### config.mk
export PLATFORM = sky130hd
export DESIGN_NAME = ternary_mm_sequencer
export DESIGN_NICKNAME = d
export VERILOG_FILES = /design/src/rtl/ternary_mm_sequencer.sv
export SDC_FILE = /design/constraint.sdc
export NUM_CORES = 1
export LEC_CHECK = 0
export ABC_AREA = 1
export CAP_MARGIN = 20
export CELL_PAD_IN_SITES_DETAIL_PLACEMENT = 1
export CELL_PAD_IN_SITES_GLOBAL_PLACEMENT = 1
export CORE_MARGIN = 2
export CORE_UTILIZATION = 39
export CTS_BUF_LIST = sky130_fd_sc_hd__clkbuf_4 sky130_fd_sc_hd__clkbuf_8
export DETAILED_ROUTE_END_ITERATION = 7
export PLACE_DENSITY_LB_ADDON = 0.12
export SLEW_MARGIN = 20
export SYNTH_ARGS = -nofsm -noshare
export SYNTH_HDL_FRONTEND = slang
export SYNTH_SLANG_ARGS = --single-unit
export TNS_END_PERCENT = 50
### constraint.sdc
create_clock -name clk -period 5 [get_ports clk]
set_clock_uncertainty 0.1 [all_clocks]
set_input_delay 1 -clock clk [delete_from_list [all_inputs] [get_ports clk]]
set_output_delay 1 -clock clk [all_outputs]
set_load 0.01 [all_outputs]
### src/rtl/ternary_mm_sequencer.sv
// ternary_mm_sequencer: streams host beats into the 4-row ternary MAC array
// and collects its serialized readout. Define RELU_EN to zero negative result bytes.
module ternary_mm_sequencer #(
  parameter int ROWS           = 4,
  parameter bit FLUSH_ON_RESET = 1'b1
) (
  input  logic              clk,
  input  logic              reset,
  input  logic              in_valid,
  output logic              in_ready,
  input  logic [7:0]        in_weights,
  input  logic [7:0]        in_act,
  input  logic              in_last,
  output logic [7:0]        mm_weights,
  output logic [7:0]        mm_act,
  output logic              mm_ena,
  input  logic [7:0]        mm_out,
  output logic              out_valid,
  input  logic              out_ready,
  output logic [8*ROWS-1:0] out_data,
  output logic              busy
);

  typedef enum logic {S_FLUSH, S_RUN} state_t;

  localparam logic [2:0] CNT_LOAD = 3'(ROWS);

  state_t            r_state;
  state_t            w_state_nxt;
  logic [7:0]        r_mm_w;
  logic [7:0]        r_mm_a;
  logic              r_ena;
  logic [2:0]        r_cnt;
  logic              r_discard;
  logic [7:0]        r_shadow [ROWS];
  logic              r_out_valid;
  logic [8*ROWS-1:0] r_out_data;
  logic              w_in_ready;
  logic              w_accept;
  logic              w_ena;
  logic              w_capture;
  logic              w_final;
  logic [1:0]        w_idx;

  function automatic logic [7:0] f_relu(input logic [7:0] b);
`ifdef RELU_EN
    return b[7] ? 8'h00 : b;
`else
    return b;
`endif
  endfunction

  // Next state and beat acceptance
  always_comb begin
    w_state_nxt = r_state;
    w_in_ready  = 1'b0;
    unique case (r_state)
      S_FLUSH: w_state_nxt = S_RUN;
      S_RUN: w_in_ready = !in_last ||
        (r_cnt == 3'd0 && (!r_out_valid || out_ready));
    endcase
  end

  assign w_accept  = in_valid && w_in_ready;
  // The flush strobe is the single FLUSH cycle itself
  assign w_ena     = r_ena && (r_state != S_FLUSH);
  // No capture on the strobe cycle; bytes start the cycle after
  assign w_capture = (r_cnt != 3'd0) && w_ena;
  assign w_final   = w_capture && (r_cnt == 3'd1) && !r_discard;
  assign w_idx     = 2'(CNT_LOAD - r_cnt);

  // State register
  always_ff @(posedge clk) begin
    if (reset) r_state <= FLUSH_ON_RESET ? S_FLUSH : S_RUN;
    else       r_state <= w_state_nxt;
  end

  // Array pin drive: accepted beat or an idle zero-weight cycle
  always_ff @(posedge clk) begin
    if (reset || !w_accept) begin
      r_mm_w <= 8'h00;
      r_mm_a <= 8'h00;
      r_ena  <= 1'b1;
    end else begin
      r_mm_w <= in_weights;
      r_mm_a <= in_act;
      r_ena  <= !in_last;
    end
  end

  // Collect counter, discard flag and result register
  always_ff @(posedge clk) begin
    if (reset) begin
      r_cnt       <= 3'd0;
      r_discard   <= 1'b0;
      r_out_valid <= 1'b0;
      r_out_data  <= '0;
    end else begin
      if (r_out_valid && out_ready) r_out_valid <= 1'b0;
      if (r_state == S_FLUSH) begin
        r_cnt     <= CNT_LOAD;
        r_discard <= 1'b1;
      end else if (w_accept && in_last) begin
        r_cnt     <= CNT_LOAD;
        r_discard <= 1'b0;
      end else if (w_capture) begin
        r_cnt <= r_cnt - 3'd1;
      end
      if (w_final) begin
        for (int r = 0; r < ROWS-1; r++)
          r_out_data[8*r +: 8] <= f_relu(r_shadow[r]);
        r_out_data[8*(ROWS-1) +: 8] <= f_relu(mm_out);
        r_out_valid <= 1'b1;
      end
    end
  end

  // Shadow capture of serialized readout bytes
  always_ff @(posedge clk) begin
    if (w_capture) r_shadow[w_idx] <= mm_out;
  end

  assign in_ready   = w_in_ready;
  assign mm_weights = r_mm_w;
  assign mm_act     = r_mm_a;
  assign mm_ena     = w_ena;
  assign out_valid  = r_out_valid;
  assign out_data   = r_out_data;
  assign busy       = (r_state == S_FLUSH) || (r_cnt != 3'd0);

endmodule

After elaboration in Yosys (flattened, before gate mapping)
Memories as Yosys holds them, arrays and structs flattened. A register that Yosys moved wholly into a read port is not among the register bits.
Index checks and enable logic that the tools add are counted.
Word-level totals
  flip-flop bits (word level): 55
  RAM bits: 32
  input port bits: 29
  output and inout port bits: 52
  logic and storage cells: 47
  memories: 1
Cells by class
  $add $sub $neg: 2
  equality and inequality tests: 3
  mux-type cells: 11
  bitwise gates (word level): 1
  reductions and logical operators: 20
Memory list
  r_shadow: words 4, width 8, rd ports 3, clocked after Yosys merged registers in 3, write ports 1, RTL line 35  | logic [7:0] r_shadow [ROWS];
Operator list (number)
  3-bit 2-to-1 mux: 3
  1-bit logical AND: 8
  1-bit 2-to-1 mux: 8
  1-bit logical NOT: 4
  1-bit logical OR: 4
  3-bit by 1-bit equality test with 1-bit output, second input constant: 1
  3-bit logical NOT: 1
  3-bit by 1-bit inequality test with 1-bit output, second input constant: 1
  3-bit nonzero test: 1
  3-bit OR reduction: 1
  3-bit by 1-bit subtractor with 3-bit output, second input constant: 1
  2-bit by 1-bit inequality test with 1-bit output, second input constant: 1
  2-bit nonzero test: 1
  1-bit by 2-bit subtractor with 2-bit output, first input constant: 1
  1-bit NOT: 1

Longest topological paths before layout
  depth in word-level cells: 9
  mapped depth: 11
  gate-level depth less buffers: 11

Least setup slack after synthesis
OpenSTA, ideal clock, no wires.
  path kind: in2out
  from: in out_ready
  to: out in_ready
  data arrival time: 1252 ps
  data required time: 3900 ps
  path slack: 2648 ps
  cell stages on the path: 4
  buffers on the path: 0
  cells stage by stage: inv_1 > nand2_1 > nand2_1 > nand2_2
On the way
  longest elaborated chain between the ends: 4
Ends and longest elaborated chain
  from (decl): RTL line 19  | input logic out_ready,
  1-bit logical OR: RTL line 60  | (r_cnt == 3'd0 && (!r_out_valid || out_ready));
  1-bit logical AND: RTL line 60
  1-bit logical OR: RTL line 59  | S_RUN: w_in_ready = !in_last ||
  1-bit 2-to-1 mux: RTL line 57  | unique case (r_state)
  to (decl): RTL line 10  | output logic in_ready,
No other way between the ends.

Worst setup path in the final report
Same ends and word-level chain as after synthesis.

==> results.yml <==
synthesis:
  ys_ff_latch: 79
  syn_inst: 266
  yosysSeqAreaShare: 0.675
  syn_area_per_cell_um2: 10.2
  yosys.cell_types.count: 22
  syn_area_um2: 2700
  ys.warnings.count: 0
  syn-num-nets: 300
  synth_top_area_share: 0.408
  synth.area.top_cells: "dfxtp_1, edfxtp_1, nor2_1"
  synth_top_area_cell: "dfxtp_1"
placed_design:
  hpwl_mm: 3.80
  dpl_cell_area_um2: 3530
  io_buffer_count: 80
  gp_congestion: 0.706
  post-place-ws_ps: 1610
floorplan:
  start_util: 0.400
  io_pins: 81
  core_um2: 6760
  die-area_um2: 7600
  die_h_um: 87.2
  die_x_um: 87.2
  fp-row-count: 30
timing:
  max_slew_margin: 0.485
  whs_ps: 381
  rsz0062_at_grt: "no"
  slew_violations: 0
  finalSetupViolCount: 0
  fin_tns_setup_ps: 0
  tightest_slew_ps: 769
  setup_ws_ps: 1620
  period_minus_slack_ps: 3380
  final_hold_viol_count: 0
  fmax_ghz: 0.296
  finalCritPeriodShare: 0.677
critical_path:
  critPathMaxFanout: 4
  crit_path_end_kind: "output pin"
  required_ps: 3900
  critical_path_arrival_ps: 2280
  crit_type: "in -> out"
  startpoint_type: "input port"
cells_and_area:
  register_area_um2: 1820
  layout_common_cells: "nor2_1, clkdlybuf4s50_1, dfxtp_1, inv_1, o21ai_1"
  drive_gt1_frac: 0.0652
  final_common_cell: "nor2_1"
  area_growth_pct: 39.5
  multi_input_area_um2: 682
  n_fill_cell: 741
  layout.nets: 382
  final_cell_area_um2: 3770
  antenna_cells: 0
power_and_ir_drop:
  ir_drop_v: 0.000162
  power.density_nw_per_um2: 337
  finalPower_mw: 1.27
  p_leak_nw: 1.47
clock_network:
  cts_buffer_depth: 2
  cts_tree: "done"
  clk_latency_ps: 350
  cts_buffers: 9
  holdBufCountCts: 0
  post_cts_buffers: 0
  cts_max_level: 3
  ctsResizeCount: 0
  clk_pin_slew_worst_paths_ps: 80
  cts_root_buf: "clkbuf_8"
  cts.sinks: 79
global_routing:
  antenna_found_initial: 0
  grt_pass1_wl_mm: 9.49
  grt_use_total: 0.169
  grt_overflow: 0
  grt_max_degree: 38
  grt_pass1_vias: 2035
routing:
  drt-pass1-iter-count: 4
  drtAntennaViolNets: 0
  drtIter0Drc: 49
  wire_per_inst_um: 13.4
  drcViolationCount: 0
  wirelength_mm: 5.79
  vias_per_cell: 4.62
  vias: 2000
status:
  outcome: "complete, no violations"
min_path:
  hold_path_class: "reg -> reg"
run:
  cap_violations: 0
[layout make-up]
type / instances / share of cell area
Inverter: 32 / 0.0332
Timing Repair Buffer: 81 / 0.220
Multi-Input combinational cell: 145 / 0.181
Sequential cell: 79 / 0.484
Clock inverter: 3 / 0.0113
Tap cell: 80 / 0.0266
Clock buffer: 13 / 0.0442
[synth_stat cells]
cell / n
a21oi_1: 2
buf_2: 3
buf_6: 4
clkbuf_1: 3
clkinv_1: 1
clkinv_4: 1
dfxtp_1: 55
edfxtp_1: 24
ha_1: 5
inv_1: 30
nand2_1: 8
nand2_2: 2
nand2_4: 1
nand3_1: 3
nand3_4: 1
nand4_1: 1
nor2_1: 85
nor2_4: 1
nor3b_1: 1
o21ai_0: 4
o21ai_1: 30
xor2_1: 1
[final timing paths]
check	from	end	slack [ps]	cells after the start
worst min-delay path	out_data[7]	out_data[7]	380	2
worst max register to register	r_cnt[0]	r_shadow[1][3]	2620	6
worst min register to register	out_data[7]	out_data[7]	380	2
worst max-delay path	out_ready	in_ready	1620	6
[routing by layer]
layer	track usage	wire length, um	vias up
li1	-	-	1000
met1	0.191	2310	934
met2	0.275	2920	57
met3	0.0796	448	9
met4	0.0713	113	0
met5	0	0	-
[sequential cells by signal, indices dropped and copies added (netlist names)]
| signal | count |
|---|---|
| mm_act | 8 |
| mm_weights | 8 |
| out_data | 32 |
| r_ena | 1 |
| r_discard | 1 |
| out_valid | 1 |
| r_shadow | 24 |
| r_state | 1 |
| r_cnt | 3 |
[power breakdown]
group	switching [mW]	leakage, nW	total, mW	internal (mW)
registers	0.00617	0.664	0.680	0.674
clock network	0.227	0.106	0.496	0.269
logic	0.0444	0.695	0.0930	0.0486
[critical path, stage by stage]
cell and delay (ps):
clkdlybuf4s50_1 450, inv_1 30, nand2_1 80, nand2_1 70
nand2_2 110, clkdlybuf4s50_1 550
[logic make-up (layout without fill, tap and decap cells)]
| logic type | count (synthesis) | after routing | synth area share |
|---|---|---|---|
| DFF | 79 | 79 | 0.675 |
| adders and majority gates | 5 | 5 | 0.0232 |
| AOI/OAI and AO/OA | 36 | 36 | 0.0667 |
| buffers and inverters | 42 | 129 | 0.0727 |
| xor gates and xnor gates | 1 | 1 | 0.00324 |
| and+or+nand+nor | 103 | 103 | 0.159 |
[per-stage QoR]
stage	cells	utilization
final	433	0.557
after global routing	433	0.557
after CTS	432	0.553
after detailed placement	416	0.522
after global placement	416	0.522
after floorplan	266	-
No activity file was read; power rests on OpenSTA's default activity.
